--- config.mk ---
export PLATFORM = sky130hd
export DESIGN_NAME = bin_to_bcd_param
export DESIGN_NICKNAME = d
export VERILOG_FILES = /design/src/rtl/bcd_pkg.sv /design/src/rtl/bcd_digit_adj.sv /design/src/rtl/bin_to_bcd_param.sv
export SDC_FILE = /design/constraint.sdc
export NUM_CORES = 1
export LEC_CHECK = 0
export CORE_MARGIN = 2
export CORE_UTILIZATION = 35
export DETAILED_ROUTE_END_ITERATION = 6
export GPL_ROUTABILITY_DRIVEN = 0
export PLACE_DENSITY = 0.69
export SETUP_SLACK_MARGIN = 0.15
export SLEW_MARGIN = 10
export SYNTH_ARGS = -nofsm -noshare
export SYNTH_HDL_FRONTEND = slang
export SYNTH_SLANG_ARGS = --single-unit
--- constraint.sdc ---
create_clock -name Clk -period 1.85 [get_ports Clk]
set_input_delay 0.37 -clock Clk [delete_from_list [all_inputs] [get_ports Clk]]
set_output_delay 0.37 -clock Clk [all_outputs]
set_load 0.1 [all_outputs]
--- src/rtl/bcd_pkg.sv ---
// Shared constants and helpers for the binary-to-BCD converter.
package bcd_pkg;

  localparam int unsigned DIGIT_W    = 4;
  localparam int unsigned MAX_DIGITS = 10;
  localparam logic [DIGIT_W-1:0] ADD3_TH = DIGIT_W'(5);

  // All-nines BCD pattern for n digits, zero above digit n-1.
  function automatic logic [DIGIT_W*MAX_DIGITS-1:0] all_nines(input int unsigned n);
    logic [DIGIT_W*MAX_DIGITS-1:0] r;
    r = '0;
    for (int unsigned i = 0; i < MAX_DIGITS; i++) begin
      if (i < n) r[DIGIT_W*i +: DIGIT_W] = DIGIT_W'(9);
    end
    return r;
  endfunction

  // 10^n, wide enough for MAX_DIGITS.
  function automatic logic [63:0] pow10(input int unsigned n);
    logic [63:0] r;
    r = 64'd1;
    for (int unsigned i = 0; i < MAX_DIGITS; i++) begin
      if (i < n) r = r * 64'd10;
    end
    return r;
  endfunction

endpackage

--- src/rtl/bcd_digit_adj.sv ---
// Double-dabble digit correction: add 3 when the digit is 5 or more.
module bcd_digit_adj
  import bcd_pkg::*;
(
  input  logic [DIGIT_W-1:0] digit,
  output logic [DIGIT_W-1:0] adj_c
);

  assign adj_c = (digit >= ADD3_TH) ? digit + DIGIT_W'(3) : digit;

endmodule

--- src/rtl/bin_to_bcd_param.sv ---
// Sequential binary-to-BCD converter: one double-dabble step per clock,
// valid/ready handshakes on both sides, optional two's-complement input.
module bin_to_bcd_param
  import bcd_pkg::*;
#(
  parameter int unsigned BIN_W  = 20,
  parameter int unsigned DIGITS = 7,
  parameter int unsigned SIGNED = 0
) (
  input  logic                      Clk,
  input  logic                      Rst_n,
  input  logic                      in_valid,
  output logic                      in_ready,
  input  logic [BIN_W-1:0]          in_bin,
  output logic                      out_valid,
  input  logic                      out_ready,
  output logic [DIGIT_W*DIGITS-1:0] out_bcd,
  output logic                      out_sign,
  output logic                      out_ovf,
  output logic [DIGITS-1:0]         out_blank
);

  localparam int unsigned BCD_W = DIGIT_W * DIGITS;
  localparam int unsigned CNT_W = $clog2(BIN_W + 1);
  localparam logic [63:0] LIMIT  = pow10(DIGITS);
  localparam logic [BCD_W-1:0] NINES = BCD_W'(all_nines(DIGITS));
  // Overflow is impossible when every BIN_W-bit magnitude fits in DIGITS digits.
  localparam bit OVF_EN = ((64'd1 << BIN_W) > LIMIT);

  localparam logic [1:0] IDLE = 2'd0;
  localparam logic [1:0] CONV = 2'd1;
  localparam logic [1:0] DONE = 2'd2;

  logic [1:0]        state_q, state_d;
  logic [CNT_W-1:0]  cnt_q, cnt_d;
  logic [BIN_W-1:0]  mag_q, mag_d;
  logic [BIN_W-1:0]  sh_q, sh_d;
  logic [BCD_W-1:0]  acc_q, acc_d;
  logic              sign_q, sign_d;
  logic              in_ready_q, in_ready_d;
  logic              out_valid_q, out_valid_d;
  logic [BCD_W-1:0]  out_bcd_q, out_bcd_d;
  logic              out_sign_q, out_sign_d;
  logic              out_ovf_q, out_ovf_d;
  logic [DIGITS-1:0] out_blank_q, out_blank_d;

  logic [BCD_W-1:0]  acc_adj;
  logic [BCD_W-1:0]  acc_step;
  logic [BIN_W-1:0]  sh_step;
  logic [BIN_W-1:0]  mag_in;
  logic              neg_in;
  logic              ovf_c;
  logic [BCD_W-1:0]  final_bcd;
  logic [DIGITS-1:0] blank_c;
  logic              zero_run;

  for (genvar g = 0; g < DIGITS; g++) begin : g_adj
    bcd_digit_adj u_adj (
      .digit (acc_q  [g*DIGIT_W +: DIGIT_W]),
      .adj_c (acc_adj[g*DIGIT_W +: DIGIT_W])
    );
  end

  // Datapath: input magnitude, one shift step, final result and blanking.
  always_comb begin
    neg_in = (SIGNED != 0) && in_bin[BIN_W-1];
    mag_in = neg_in ? (~in_bin + BIN_W'(1)) : in_bin;
    // Rotate rather than shift so the discarded accumulator MSB lands in the spent shift register.
    {acc_step, sh_step} = {acc_adj[BCD_W-2:0], sh_q, acc_adj[BCD_W-1]};
    ovf_c     = OVF_EN && (64'(mag_q) >= LIMIT);
    final_bcd = ovf_c ? NINES : acc_step;
    blank_c   = '0;
    zero_run  = 1'b1;
    for (int i = DIGITS - 1; i >= 1; i--) begin
      if (final_bcd[DIGIT_W*i +: DIGIT_W] != '0) zero_run = 1'b0;
      blank_c[i] = zero_run;
    end
  end

  // Next-state and registered-output logic.
  always_comb begin
    state_d     = state_q;
    cnt_d       = cnt_q;
    mag_d       = mag_q;
    sh_d        = sh_q;
    acc_d       = acc_q;
    sign_d      = sign_q;
    in_ready_d  = in_ready_q;
    out_valid_d = out_valid_q;
    out_bcd_d   = out_bcd_q;
    out_sign_d  = out_sign_q;
    out_ovf_d   = out_ovf_q;
    out_blank_d = out_blank_q;
    case (state_q)
      IDLE: begin
        if (in_valid && in_ready_q) begin
          state_d    = CONV;
          mag_d      = mag_in;
          sh_d       = mag_in;
          sign_d     = neg_in;
          acc_d      = '0;
          cnt_d      = '0;
          in_ready_d = 1'b0;
        end
      end
      CONV: begin
        acc_d = acc_step;
        sh_d  = sh_step;
        cnt_d = cnt_q + CNT_W'(1);
        if (cnt_q == CNT_W'(BIN_W - 1)) begin
          state_d     = DONE;
          out_valid_d = 1'b1;
          out_bcd_d   = final_bcd;
          out_ovf_d   = ovf_c;
          out_sign_d  = sign_q;
          out_blank_d = blank_c;
        end
      end
      DONE: begin
        if (out_ready) begin
          state_d     = IDLE;
          out_valid_d = 1'b0;
          in_ready_d  = 1'b1;
        end
      end
      default: begin
        state_d     = IDLE;
        out_valid_d = 1'b0;
        in_ready_d  = 1'b1;
      end
    endcase
  end

  always_ff @(posedge Clk or negedge Rst_n) begin
    if (!Rst_n) begin
      state_q     <= IDLE;
      cnt_q       <= '0;
      mag_q       <= '0;
      sh_q        <= '0;
      acc_q       <= '0;
      sign_q      <= 1'b0;
      in_ready_q  <= 1'b1;
      out_valid_q <= 1'b0;
      out_bcd_q   <= '0;
      out_sign_q  <= 1'b0;
      out_ovf_q   <= 1'b0;
      out_blank_q <= '0;
    end else begin
      state_q     <= state_d;
      cnt_q       <= cnt_d;
      mag_q       <= mag_d;
      sh_q        <= sh_d;
      acc_q       <= acc_d;
      sign_q      <= sign_d;
      in_ready_q  <= in_ready_d;
      out_valid_q <= out_valid_d;
      out_bcd_q   <= out_bcd_d;
      out_sign_q  <= out_sign_d;
      out_ovf_q   <= out_ovf_d;
      out_blank_q <= out_blank_d;
    end
  end

  assign in_ready  = in_ready_q;
  assign out_valid = out_valid_q;
  assign out_bcd   = out_bcd_q;
  assign out_sign  = out_sign_q;
  assign out_ovf   = out_ovf_q;
  assign out_blank = out_blank_q;

endmodule
Yosys cells after proc, flatten, opt, wreduce, memory -nomap -nowiden
Index checks and enable logic that the tools add are counted.
{ "classes": {"add_sub_neg": 8, "order_cmp": 7, "n_eq_ne": 6, "mux": 29, "bitwise": 2, "n_reduce_logical": 14} }
{ "ops": {"columns": ["op", "n"], "rows": [
  ["$pmux W28 S2", 1],
  ["$pmux W20 S2", 1],
  ["$add A4 B2 Y4 const B", 7],
  ["$ge A4 B3 Y1 const B", 7],
  ["$mux W28", 1],
  ["$mux W4", 7],
  ["$reduce_bool A4 Y1", 6],
  ["$mux W20", 1],
  ["$mux W1", 10],
  ["$pmux W5 S2", 1],
  ["$reduce_and A3 Y1", 3],
  ["$mux W2", 3],
  ["$ne A2 B2 Y1 const B", 3],
  ["$pmux W1 S3", 2],
  ["$pmux W2 S3", 1],
  ["$add A5 B1 Y5 const B", 1],
  ["$eq A5 B5 Y1 const B", 1],
  ["$mux W5", 1],
  ["$reduce_and A2 Y1", 2],
  ["$eq A2 B1 Y1 const B", 1],
  ["$eq A2 B2 Y1 const B", 1],
  ["$logic_not A2 Y1", 1],
  ["$not A1 Y1", 2],
  ["$reduce_bool A2 Y1", 1],
  ["$logic_and A1 B1 Y1", 1]
]} }
{ "word_totals": {"ff_bits": 91, "in_bits": 24, "output_inout_bits": 39} }

Longest topological paths before layout
{ "logic_depth": {"depth_word": 9, "ltp_mapped": 8, "depth_no_buf": 8} }

By module
Synthesis repeated with hierarchy kept, for this count alone.
{ "hier_totals": {"hier_cells": 390, "hier_area_um2": 4541.9} }
{ "by_module_without_submodules": {"columns": ["module", "n_inst", "cells_per_inst", "area_each_um2", "seq_area_each_um2"], "rows": [
  ["bin_to_bcd_param", 1, 278, 3832.4, 2278.4],
  ["bcd_digit_adj", 7, 16, 101.3, 0.0]
]} }

Worst setup path after synthesis
Ideal clock, no wire load.
{ "synth_timing": {"kind": "register to register", "from": "register acc_q[20]", "to": "register out_blank_q[3] (netlist: out_blank[3])", "arrival_time_ns": 1.966, "t_required_ns": 1.780, "setup_slack_ns": -0.187, "stages_incl_launch_ff": 9, "synth_period_minus_slack_ns": 2.037, "path_cell_list": "dfrtp_1 inv_1 ha_1 nand2b_1 a21oi_1 mux2i_1 nand4_2 nor4_2 mux2_1"} }
{ "synth_between": {"elab_chain_cells": 7} }
{ "synth_rtl": {"columns": ["element", "line_no", "rtl"], "rows": [
  ["from (decl)", "bin_to_bcd_param.sv:38", "logic [BCD_W-1:0] acc_q, acc_d;"],
  ["from (signal assigned)", "bin_to_bcd_param.sv:140", "acc_q <= '0;"],
  ["from (signal assigned)", "bin_to_bcd_param.sv:153", "acc_q <= acc_d;"],
  ["$add A4 B2 Y4 or $ge A4 B3 Y1 (tied branches)", "bcd_digit_adj.sv:9", "assign adj_c = (digit >= ADD3_TH) ? digit + DIGIT_W'(3) : digit;"],
  ["$mux W4 *", "bcd_digit_adj.sv:9", null],
  ["$reduce_bool A4 Y1", "bin_to_bcd_param.sv:75", "if (final_bcd[DIGIT_W*i +: DIGIT_W] != '0) zero_run = 1'b0;"],
  ["$mux W1", "bin_to_bcd_param.sv:75", null],
  ["$mux W1 * (3 in a row)", "bin_to_bcd_param.sv:75", null],
  ["to (signal assigned)", "bin_to_bcd_param.sv:160", "out_blank_q <= out_blank_d;"],
  ["to (decl)", "bin_to_bcd_param.sv:45", "logic [DIGITS-1:0] out_blank_q, out_blank_d;"]
]} }
Every way passes the cells marked *; elsewhere a longest branch is shown, timed or not.
A chain may end at the register's enable or synchronous reset.

Final worst setup path
{ "layout_timing": {"from": "register acc_q[13]", "to": "register out_blank_q[3] (netlist: out_blank[3])"} }
{ "layout_between": {"elab_chain_cells": 5} }
{ "layout_rtl": {"columns": ["element", "line_no"], "rows": [
  ["$add A4 B2 Y4 or $ge A4 B3 Y1 (tied branches)", "bcd_digit_adj.sv:9"],
  ["$mux W4 *", "bcd_digit_adj.sv:9"],
  ["$reduce_bool A4 Y1", "bin_to_bcd_param.sv:75"],
  ["$mux W1", "bin_to_bcd_param.sv:75"],
  ["$mux W1 *", "bin_to_bcd_param.sv:75"]
]} }
Marks and branches as above.

==> results.json <==
{
  "critPathKind": "reg2reg",
  "grt_pass1_wl_mm": 16.87,
  "setup_violations": 3,
  "clock_sinks": 91,
  "endpoint_kind": "register",
  "drive_above_1_share": 0.3011,
  "cts_hold_buffers": 0,
  "grt_max_degree": 38,
  "slew_headroom": 0.6632,
  "fill_cells": 1058,
  "pin_count": 63,
  "hold_class": "in2async",
  "grt_overflow": 0,
  "grtUsageTotal": 0.1596,
  "synthAdderAreaFrac": 0.04275,
  "nets": 572,
  "syn_area_um2": 4390,
  "ys_seq_area_frac": 0.5190,
  "violations": "negative hold slack, negative setup slack",
  "async_flop_share": 1.000,
  "syn_to_final_growth_pct": 46.96,
  "htreeDepth": 3,
  "avgSynthCellArea_um2": 9.978,
  "drt_iter0_drc": 127,
  "dieHeight_um": 116,
  "synth_area_leaders": "dfrtp_1 (51%), nand2_1 (6.9%), o21ai_0 (6.6%), mux2i_1 (5.9%), ha_1 (4.3%)",
  "setup_slack_ns": -0.03218,
  "synth_cell_types": 42,
  "row_count": 40,
  "drv_slew": 0,
  "finalCriticalPeriod_ns": 1.882,
  "regToRegStartpoint": "acc_q[13]",
  "cp.arrival_ns": 2.17,
  "fmax_mhz": 531.3,
  "muxShareOfSynthArea": 0.09005,
  "clockBufferDepth": 2,
  "rsz0062_at_grt": "yes",
  "clk_pin_slew_ns": 0.07,
  "regToRegEndpoint": "out_blank[3]",
  "status": "complete, but fails checks",
  "insertion_delay_ns": 0.34,
  "cts_inserted_buffers": 9,
  "via_per_inst": 4.948,
  "firstDrtPassIters": 4,
  "synth_edf_count": 0,
  "synth_flop_cell": "dfrtp_1",
  "synth-simple-area-share": 0.1459,
  "synth_top_area_cell": "dfrtp_1",
  "dpl_worst_slack_ns": -0.04016,
  "die_w_um": 116,
  "num_vias": 3493,
  "multi_input_comb_area_um2": 2246,
  "final-hold-violation-count": 6,
  "postSynthCellCount": 440,
  "start_util": 0.3625,
  "synth-compound-area-share": 0.1445,
  "synth_top_area_share": 0.5130,
  "tritoncts": "built",
  "io_buffers": 59,
  "hold_slack_ns": -0.01257,
  "final_common_cell": "dfrtp_1",
  "grt_pass1_vias": 3546,
  "post-route-period-util": 1.017,
  "crit_fanout": 4,
  "totalWireLength_mm": 10.09,
  "reg2reg_depth": 8,
  "ys_ff_latch": 91,
  "dieArea_um2": 13460,
  "yosys_warnings": 0,
  "grt_antenna_before_repair": 0,
  "synth_xor_area_frac": 0.01995,
  "drc": 0,
  "core_um2": 12110,
  "reg2reg_setup_slack_ns": -0.03,
  "register_area_um2": 2285,
  "hpwl_mm": 7.062,
  "root_buffer": "clkbuf_16",
  "startpoint_type": "register",
  "diodes": 0,
  "layout_common_cells": "dfrtp_1 (88), nand2_1 (79), o21ai_0 (54), buf_12 (41), buf_4 (40)",
  "ant_nets": 0,
  "final.setup_skew_ns": 0.009052,
  "synth_top_family_by_area": "simple AND/OR/NAND/NOR gates",
  "critical_path_required_ns": 2.14,
  "worstMarginPinSlew_ns": 0.5052,
  "max_cap_viol_count": 0,
  "wl_per_cell_um": 14.30
}
## routing by layer
metal / global-route usage / up-vias / part of all wire
met2: 0.2620 / 84 / 0.49
met1: 0.2074 / 1682 / 0.45
met4: 0.05873 / 0 / 0.021
met5: 0 / - / 0
li1: - / 1707 / -
met3: 0.03661 / 20 / 0.045
## state kept, by name (all words and copies together) (netlist names)
name / count
out_valid: 1
cnt_q: 5
state_q: 2
sh_q: 20
acc_q: 28
out_bcd: 28
in_ready: 1
out_blank: 6
## per-stage QoR
step                        TNS, ns  area, µm²  utilization  cells
after floorplan                   0       4568            -    442
after global placement            0       5927       0.4894    680
after detailed placement   -0.08612       5927       0.4894    680
after CTS                 -0.005361       6346       0.5240    702
after global routing        -0.2802       6452       0.5327    706
final                      -0.03722       6452       0.5327    706
## critical path, stage by stage (launching register included)
cell and delay (ns):
dfrtp_1 0.42, inv_2 0.10, ha_4 0.16, nand2b_4 0.13
nor3b_2 0.15, a21oi_2 0.18, nand3_2 0.14, nor4_4 0.34
mux2_4 0.20
## cells in the mapped netlist (2+ instances only)
cell type	count
a21oi_1	25
a21oi_2	2
a22o_1	11
buf_2	4
buf_4	3
clkbuf_1	16
dfrtp_1	90
ha_1	15
inv_1	15
mux2_1	6
mux2_2	4
mux2i_1	26
nand2_1	81
nand2b_1	8
nand3_1	7
nand4_1	2
nor2_1	3
nor3_1	7
nor3b_1	13
o21ai_0	58
o21ai_1	15
xnor2_1	7
xor2_1	3
## worst max path at each step
stage                    from           end  cells past startpoint
detailed placement  acc_q[13]  out_blank[3]                      8
CTS                 acc_q[16]  out_blank[3]                      7
global placement    acc_q[13]  out_blank[3]                      8
floorplan           acc_q[16]  out_blank[3]                      7
global route        acc_q[13]  out_blank[3]                      8
finish              acc_q[13]  out_blank[3]                      8
## area by class of cell
type / count / share of cell area
sequential: 91 / 0.3541
multi-input combinational: 312 / 0.3481
timing repair buffer: 103 / 0.2079
clock buffer: 10 / 0.03704
tap: 168 / 0.03258
clock inverter: 6 / 0.01105
inverter: 16 / 0.009308
## kinds of logic (layout without fill, tap and decap cells)
kind of cell    after synthesis  count (layout)
xor+xnor                     10              10
other cells                   1               3
simple gates                132             132
compound gates              115             115
fa+ha+maj                    15              15
mux                          37              37
flops                        91              91
buf+inv                      39             135
## timing repair
item / 4_1_cts / 5_1_grt
pin swaps: 8 / 6
endpoints found under the setup margin: 19 / 23
buffers inserted: 6 / 4
gates resized for setup: 13 / 20
Power is not shown: default switching activity piles up to over one toggle a cycle in this logic, so the estimate is an artifact.
